[src/rtl/freq_div_ctrl.sv]
// rtl/freq_div_ctrl.sv - programmable tick-enable scheduler with burst mode and boundary-aligned reconfiguration
module freq_div_ctrl #(
    parameter int CNT_W   = 8,
    parameter int DEF_DIV = 2
) (
    input  logic             clk,
    input  logic             rst,
    input  logic             cfg_valid,
    output logic             cfg_ready,
    input  logic [CNT_W-1:0] cfg_div,
    input  logic             cfg_burst,
    input  logic [CNT_W-1:0] cfg_len,
    input  logic             start,
    input  logic             stop,
    output logic             tick,
    output logic             div_out,
    output logic             busy,
    output logic             done,
    output logic [CNT_W-1:0] cur_div
);

    typedef enum logic [1:0] {
        IDLE     = 2'd0,
        RUN      = 2'd1,
        STOPPING = 2'd2
    } state_t;

    localparam logic [CNT_W-1:0] ZERO = '0;
    localparam logic [CNT_W-1:0] ONE  = {{(CNT_W-1){1'b0}}, 1'b1};
    localparam logic [CNT_W-1:0] DEF  = CNT_W'(DEF_DIV);

    state_t           state;
    state_t           state_nx;
    logic             done_nx;
    logic [CNT_W-1:0] cnt;
    logic [CNT_W-1:0] len;
    logic [CNT_W-1:0] rem;
    logic             mode;
    logic             pend_valid;
    logic [CNT_W-1:0] pend_div;
    logic             pend_burst;
    logic [CNT_W-1:0] pend_len;
    logic             cfg_fire;
    logic             go;
    logic [CNT_W-1:0] cfg_div_c;
    logic [CNT_W-1:0] cfg_len_c;

    assign busy      = (state != IDLE);
    assign tick      = busy && (cnt == cur_div - ONE);
    assign cfg_ready = (state == IDLE) || !pend_valid;
    assign cfg_fire  = cfg_valid && cfg_ready;
    assign go        = start && !stop;
    assign cfg_div_c = (cfg_div == ZERO) ? ONE : cfg_div;
    assign cfg_len_c = (cfg_len == ZERO) ? ONE : cfg_len;

    always_comb begin
        state_nx = state;
        done_nx  = 1'b0;
        case (state)
            IDLE: begin
                if (go)
                    state_nx = RUN;
            end
            RUN: begin
                // Burst end wins over a coincident stop so only one done pulse is produced.
                if (tick && mode && (rem == ONE)) begin
                    state_nx = IDLE;
                    done_nx  = 1'b1;
                end else if (stop) begin
                    state_nx = STOPPING;
                end
            end
            STOPPING: begin
                if (tick) begin
                    state_nx = IDLE;
                    done_nx  = 1'b1;
                end
            end
            default: state_nx = IDLE;
        endcase
    end

    always_ff @(posedge clk) begin
        if (rst) begin
            state      <= IDLE;
            done       <= 1'b0;
            cnt        <= ZERO;
            div_out    <= 1'b0;
            cur_div    <= DEF;
            mode       <= 1'b0;
            len        <= ONE;
            rem        <= ONE;
            pend_valid <= 1'b0;
            pend_div   <= ONE;
            pend_burst <= 1'b0;
            pend_len   <= ONE;
        end else begin
            state <= state_nx;
            done  <= done_nx;
            if (state == IDLE) begin
                cnt <= ZERO;
                if (cfg_fire) begin
                    cur_div <= cfg_div_c;
                    mode    <= cfg_burst;
                    len     <= cfg_len_c;
                end
                if (go)
                    rem <= cfg_fire ? cfg_len_c : len;
            end else begin
                cnt <= tick ? ZERO : cnt + ONE;
                if (tick) begin
                    div_out <= ~div_out;
                    if (mode)
                        rem <= rem - ONE;
                    // Pending config takes effect exactly at the period boundary.
                    if (pend_valid) begin
                        cur_div    <= pend_div;
                        mode       <= pend_burst;
                        len        <= pend_len;
                        pend_valid <= 1'b0;
                    end
                end
                if (cfg_fire) begin
                    pend_div   <= cfg_div_c;
                    pend_burst <= cfg_burst;
                    pend_len   <= cfg_len_c;
                    pend_valid <= 1'b1;
                end
            end
        end
    end

endmodule
[config.mk]
export PLATFORM = sky130hd
export DESIGN_NAME = freq_div_ctrl
export DESIGN_NICKNAME = d
export VERILOG_FILES = /design/src/rtl/freq_div_ctrl.sv
export SDC_FILE = /design/constraint.sdc
export NUM_CORES = 1
export LEC_CHECK = 0
export CORE_UTILIZATION = 55
export DETAILED_ROUTE_END_ITERATION = 12
export PLACE_DENSITY = 0.79
export SLEW_MARGIN = 10
export SYNTH_ARGS = -nofsm -noshare
export SYNTH_HDL_FRONTEND = slang
export SYNTH_SLANG_ARGS = --single-unit
[constraint.sdc]
create_clock -name clk -period 3 [get_ports clk]
set_input_delay 0.3 -clock clk [delete_from_list [all_inputs] [get_ports clk]]
set_output_delay 0.3 -clock clk [all_outputs]
set_load 0.005 [all_outputs]
## After elaboration in Yosys (flattened, before gate mapping)

Cells that the tools add are included.

| operators by class | value |
|---|---|
| add/sub/neg operators | 3 |
| equality and inequality tests | 8 |
| multiplexer cells | 28 |
| bitwise logic cells | 2 |
| reduce and logical (&&, ||, !) cells | 24 |

Operator list:

| operator | count |
|---|---|
| $mux 8 | 14 |
| $logic_not 8->1 | 2 |
| $sub 8x1->8 const B | 2 |
| $reduce_bool 2->1 | 5 |
| $reduce_and 3->1 | 3 |
| $add 8x1->8 const B | 1 |
| $eq 8x1->1 const B | 1 |
| $eq 8x8->1 | 1 |
| $mux 1 | 8 |
| $mux 2 | 4 |
| $reduce_and 2->1 | 4 |
| $ne 2x2->1 const B | 3 |
| $pmux 2 s3 | 1 |
| $logic_and 1x1->1 | 5 |
| $ne 3x3->1 const B | 1 |
| $reduce_or 3->1 | 1 |
| $eq 2x1->1 const B | 1 |
| $eq 2x2->1 const B | 1 |
| $logic_not 1->1 | 2 |
| $logic_not 2->1 | 1 |
| $not 1->1 | 2 |
| $pmux 1 s2 | 1 |
| $logic_or 1x1->1 | 1 |

| word-level totals | value |
|---|---|
| flip-flop bits (word level) | 55 |
| input bits | 22 |

## Depth between registers and ports, before layout

| logic depth | value |
|---|---|
| word-level depth | 7 |
| mapped depth | 12 |
| depth with buffers taken out | 9 |

## Worst setup path before layout

Ideal clock, no wire load.

| path | value |
|---|---|
| path kind | flip-flop to flip-flop |
| start | register cur_div[0] |
| end | register cur_div[4] |
| library setup time | 0.134 ns |
| arrival | 2.388 ns |
| required time | 2.866 ns |
| setup slack | 0.478 ns |
| cell stages (with the launch flop) | 13 |
| period minus slack after synthesis | 2.522 ns |
| path through | dfxtp_1 buf_2 inv_1 ha_1 buf_2 o21ba_2 a221oi_2 o22ai_1 nor3_1 nand3_2 buf_6 mux2i_1 a21oi_1 |

| on the way | value |
|---|---|
| cells in the longest elaborated chain, start to end | 5 |

Ends and longest elaborated chain:

| element | RTL line | RTL |
|---|---|---|
| from (decl) | 19 | `output logic [CNT_W-1:0] cur_div` |
| from (signal assigned) | 103 | `cur_div <= cfg_div_c;` |
| from (signal assigned) | 117 | `cur_div <= pend_div;` |
| $sub 8x1->8 | 49 | `assign tick = busy && (cnt == cur_div - ONE);` |
| $eq 8x8->1 | 49 |  |
| $logic_and 1x1->1 | 49 |  |
| $reduce_bool 2->1 (no line) | n/a |  |
| $reduce_and 3->1 (no line) | n/a |  |

No other way between the ends.
A chain may end at the register's enable or synchronous reset.

## Worst setup path after layout

| path | value |
|---|---|
| start | register cur_div[0] |
| end | output port tick |

| on the way | value |
|---|---|
| cells in the longest elaborated chain, start to end | 3 |

Ends and longest elaborated chain:

| element | RTL line | RTL |
|---|---|---|
| $sub 8x1->8 | 49 |  |
| $eq 8x8->1 | 49 |  |
| $logic_and 1x1->1 | 49 |  |
| to (decl) | 15 | `output logic tick,` |

No other way between the ends.

==> results by group <==
Outcome
  – Outcome: finished, final reports clean

Floorplanning
  – Die area: 5880 µm²
  – Core area: 5240 µm²
  – Initial Util: 0.586
  – Top Ports: 35
  – Die Width: 76.7 µm
  – Die Y-Extent: 76.7 µm
  – FP Rows: 26

Synth
  – Top cells by area, synth: dfxtp_1, mux2i_1, a21oi_1, nand2_1, nor2_1
  – Post-synth EDFFs: 0
  – Syn_nets: 399
  – Fraction of registers with async set/reset: 0
  – Yosys reg bits: 55
  – Top_reg_cell synth: dfxtp_1
  – Post-synthesis instance total: 370
  – Synthesized area: 3070 µm²
  – Yosys top cell by area: dfxtp_1
  – Post-synthesis sequential area ratio: 0.359
  – Synth warn: 0
  – Synth Area per Inst: 8.29 µm²
  – Synth unique cells: 52
  – Top cell type's share of synthesized area: 0.359

STA
  – Final period util: 0.976
  – Skew final: 8.25 ps
  – Peak Freq: 342 MHz
  – Setup_tns: 0 ps
  – Slew headroom: 0.506
  – Hold Vio Cnt, Final: 0
  – Max-slew violations: 0
  – Worst-margin pin slew: 734 ps
  – Period minus WS final: 2930 ps
  – RSZ-0062 raised after global routing: no
  – Final setup fails: 0

Finish
  – Commonest non-fill, non-tap cells in the layout: dfxtp_1, nand2_1, a21oi_1
  – Area taken by multi-input logic gates: 1850 µm²
  – Nets: 431
  – Area delta synth->final: 18.5%
  – Layout cell share with drive strength beyond 1: 0.114
  – Most common cell after layout, fill and taps aside: dfxtp_1
  – Ant diodes: 0
  – # fillers: 418
  – Total area of sequential cells: 1110 µm²

Clocking
  – Root Buffer Master: clkbuf_8
  – H-tree lvl count: 2
  – CTS tree: built
  – Clock insertion delay at the later pin of the skew report: 320 ps
  – CTS Sinks: 55
  – CTS clk-pin slew, worst paths: 90 ps
  – Inserted Clock Buffers: 5
  – Clock buffer depth: 2

Power
  – Net load switching power: 1.15 mW
  – Pwr Total: 2.83 mW
  – Switching share of power: 0.407
  – Pint: 1.67 mW
  – Power share of the clock group: 0.149
  – LEAKAGE: 1.50 nW
  – Worst VDD drop: 0.485 mV
  – Sequential power share: 0.366
  – Power share of the combinational group: 0.485
  – Pwr dens: 778 nW/µm²

Routing
  – WL final: 7290 µm
  – Per-cell routed wire length: 15.4 µm
  – Vias/cell: 5.76
  – Initial DRT Pass Iterations: 5
  – DR DRC count: 0
  – Post-DRT Antenna Nets: 0
  – Vias: 2723
  – Iteration-0 DRC count of the detailed router: 233

Global route
  – Grt ovf: 0
  – Top Usage Layer GRT: met2
  – Largest net degree at the start of global routing: 27
  – Met1 usage: 0.356
  – Grt met3 use: 0.0417
  – Number of global-route vias before repair: 2536
  – Met2 Use GR: 0.398
  – First-pass GRT wire length: 12100 µm
  – Initial antenna violation count: 0
  – Overall routing resource usage: 0.255

Worst hold path
  – Hold_sp: pend_div[1]
  – HP Class: flop to flop

Placed design
  – HPWL Detailed: 5000 µm
  – PortBufs: 34
  – GPL Wtd Cong: 0.813

Critical path
  – Critical-path maximum fanout: 8
  – Reg2reg start: cur_div[0]
  – WP data arrival: 2630 ps
  – Critical Path Source: cur_div[0]
  – Critical path class: flop to output port
  – Worst Path Required: 2700 ps
  – Kind of end point of the critical path: output port
  – Critical path startpoint category: flop

Job
  – Max Cap Viol: 0
[Yosys cell counts, types with 4 or more instances]
library cell  count
a211o_1           5
a211oi_1          4
a21o_1           14
a21oi_1          45
clkbuf_1         16
dfxtp_1          55
ha_1              7
inv_1            11
mux2i_1          31
nand2_1          45
nand2b_1          7
nand3_1           6
nor2_1           33
nor3_1            9
o21ai_0          11
o21bai_1          4
xnor2_1           7
xor2_1            9
[worst max-delay path, stage by stage (launching register included)]
cell and delay, ps:
dfxtp_2 350, inv_1 70, ha_4 190, o21ba_2 240, a221oi_4 340, o22ai_4 130, or3_4 430, inv_1 70
clkdlybuf4s50_1 490
[power by group through the flow]
stage / Combinational, mW / Sequential (mW) / Clock [mW]
final: 1.37 / 1.03 / 0.421
after detailed placement: 1.24 / 1.04 / 0
after global routing: 1.51 / 1.05 / 0.456
after floorplan: 0.897 / 1.00 / 0
after global placement: 1.21 / 1.03 / 0
after CTS: 1.29 / 1.03 / 0.426
[stage by stage]
stage	setup slack [ps]	util	hold WS (ps)	cells	instance area (µm²)
2_1_floorplan	478	-	432	370	3070
3_3_place_gp	334	0.660	440	461	3460
3_5_place_dp	254	0.660	445	461	3460
4_1_cts	9.14	0.682	459	470	3570
5_1_grt	11.3	0.694	477	473	3630
6_report	72.9	0.694	456	473	3630
[path summary, 6_finish.rpt]
path,end,slack [ps],cells past startpoint
setup / recovery,tick,70,8
hold reg to reg,pend_div[1],460,2
setup reg to reg,len[6],340,11
hold / removal,pend_div[1],460,2
[metal layers]
metal,share of wire,routed length (µm),up-vias
met2,0.46,3380,98
met1,0.46,3350,1265
met4,0.012,89,0
met3,0.064,468,8
li1,-,-,1352
met5,0,0,-
[cell families after synthesis]
logic type,count (synthesis),share of synthesized area
xor+xnor,16,0.0457
mux,31,0.101
buf+inv,36,0.0530
compound gates,101,0.217
fa+ha+maj,7,0.0286
simple gates,124,0.195
flops,55,0.359
[state kept, by name, indices dropped and copies added (netlist names)]
| name | count |
|---|---|
| pend_valid | 1 |
| mode | 1 |
| pend_len | 8 |
| len | 8 |
| cnt | 8 |
| done | 1 |
| div_out | 1 |
| pend_burst | 1 |
| rem | 8 |
| pend_div | 8 |
| cur_div | 8 |
| state | 2 |
[final cells by class]
| type | count | share of cell area |
|---|---|---|
| Tap cell | 70 | 0.0241 |
| Timing Repair Buffer | 50 | 0.126 |
| Sequential cell | 55 | 0.306 |
| Clock buffer | 5 | 0.0189 |
| Multi-Input combinational cell | 279 | 0.508 |
| Inverter | 11 | 0.0114 |
| Clock inverter | 3 | 0.00551 |
[repair_timing]
item / CTS / global route
gates resized for setup: 3 / 10
setup buffers: 1 / 3
setup endpoints to repair: 1 / 1
hold endpoints to repair: 0 / 0
pin swaps: 1 / 7
hold buffers: 0 / 0
Power figures use the tool's default switching activity.
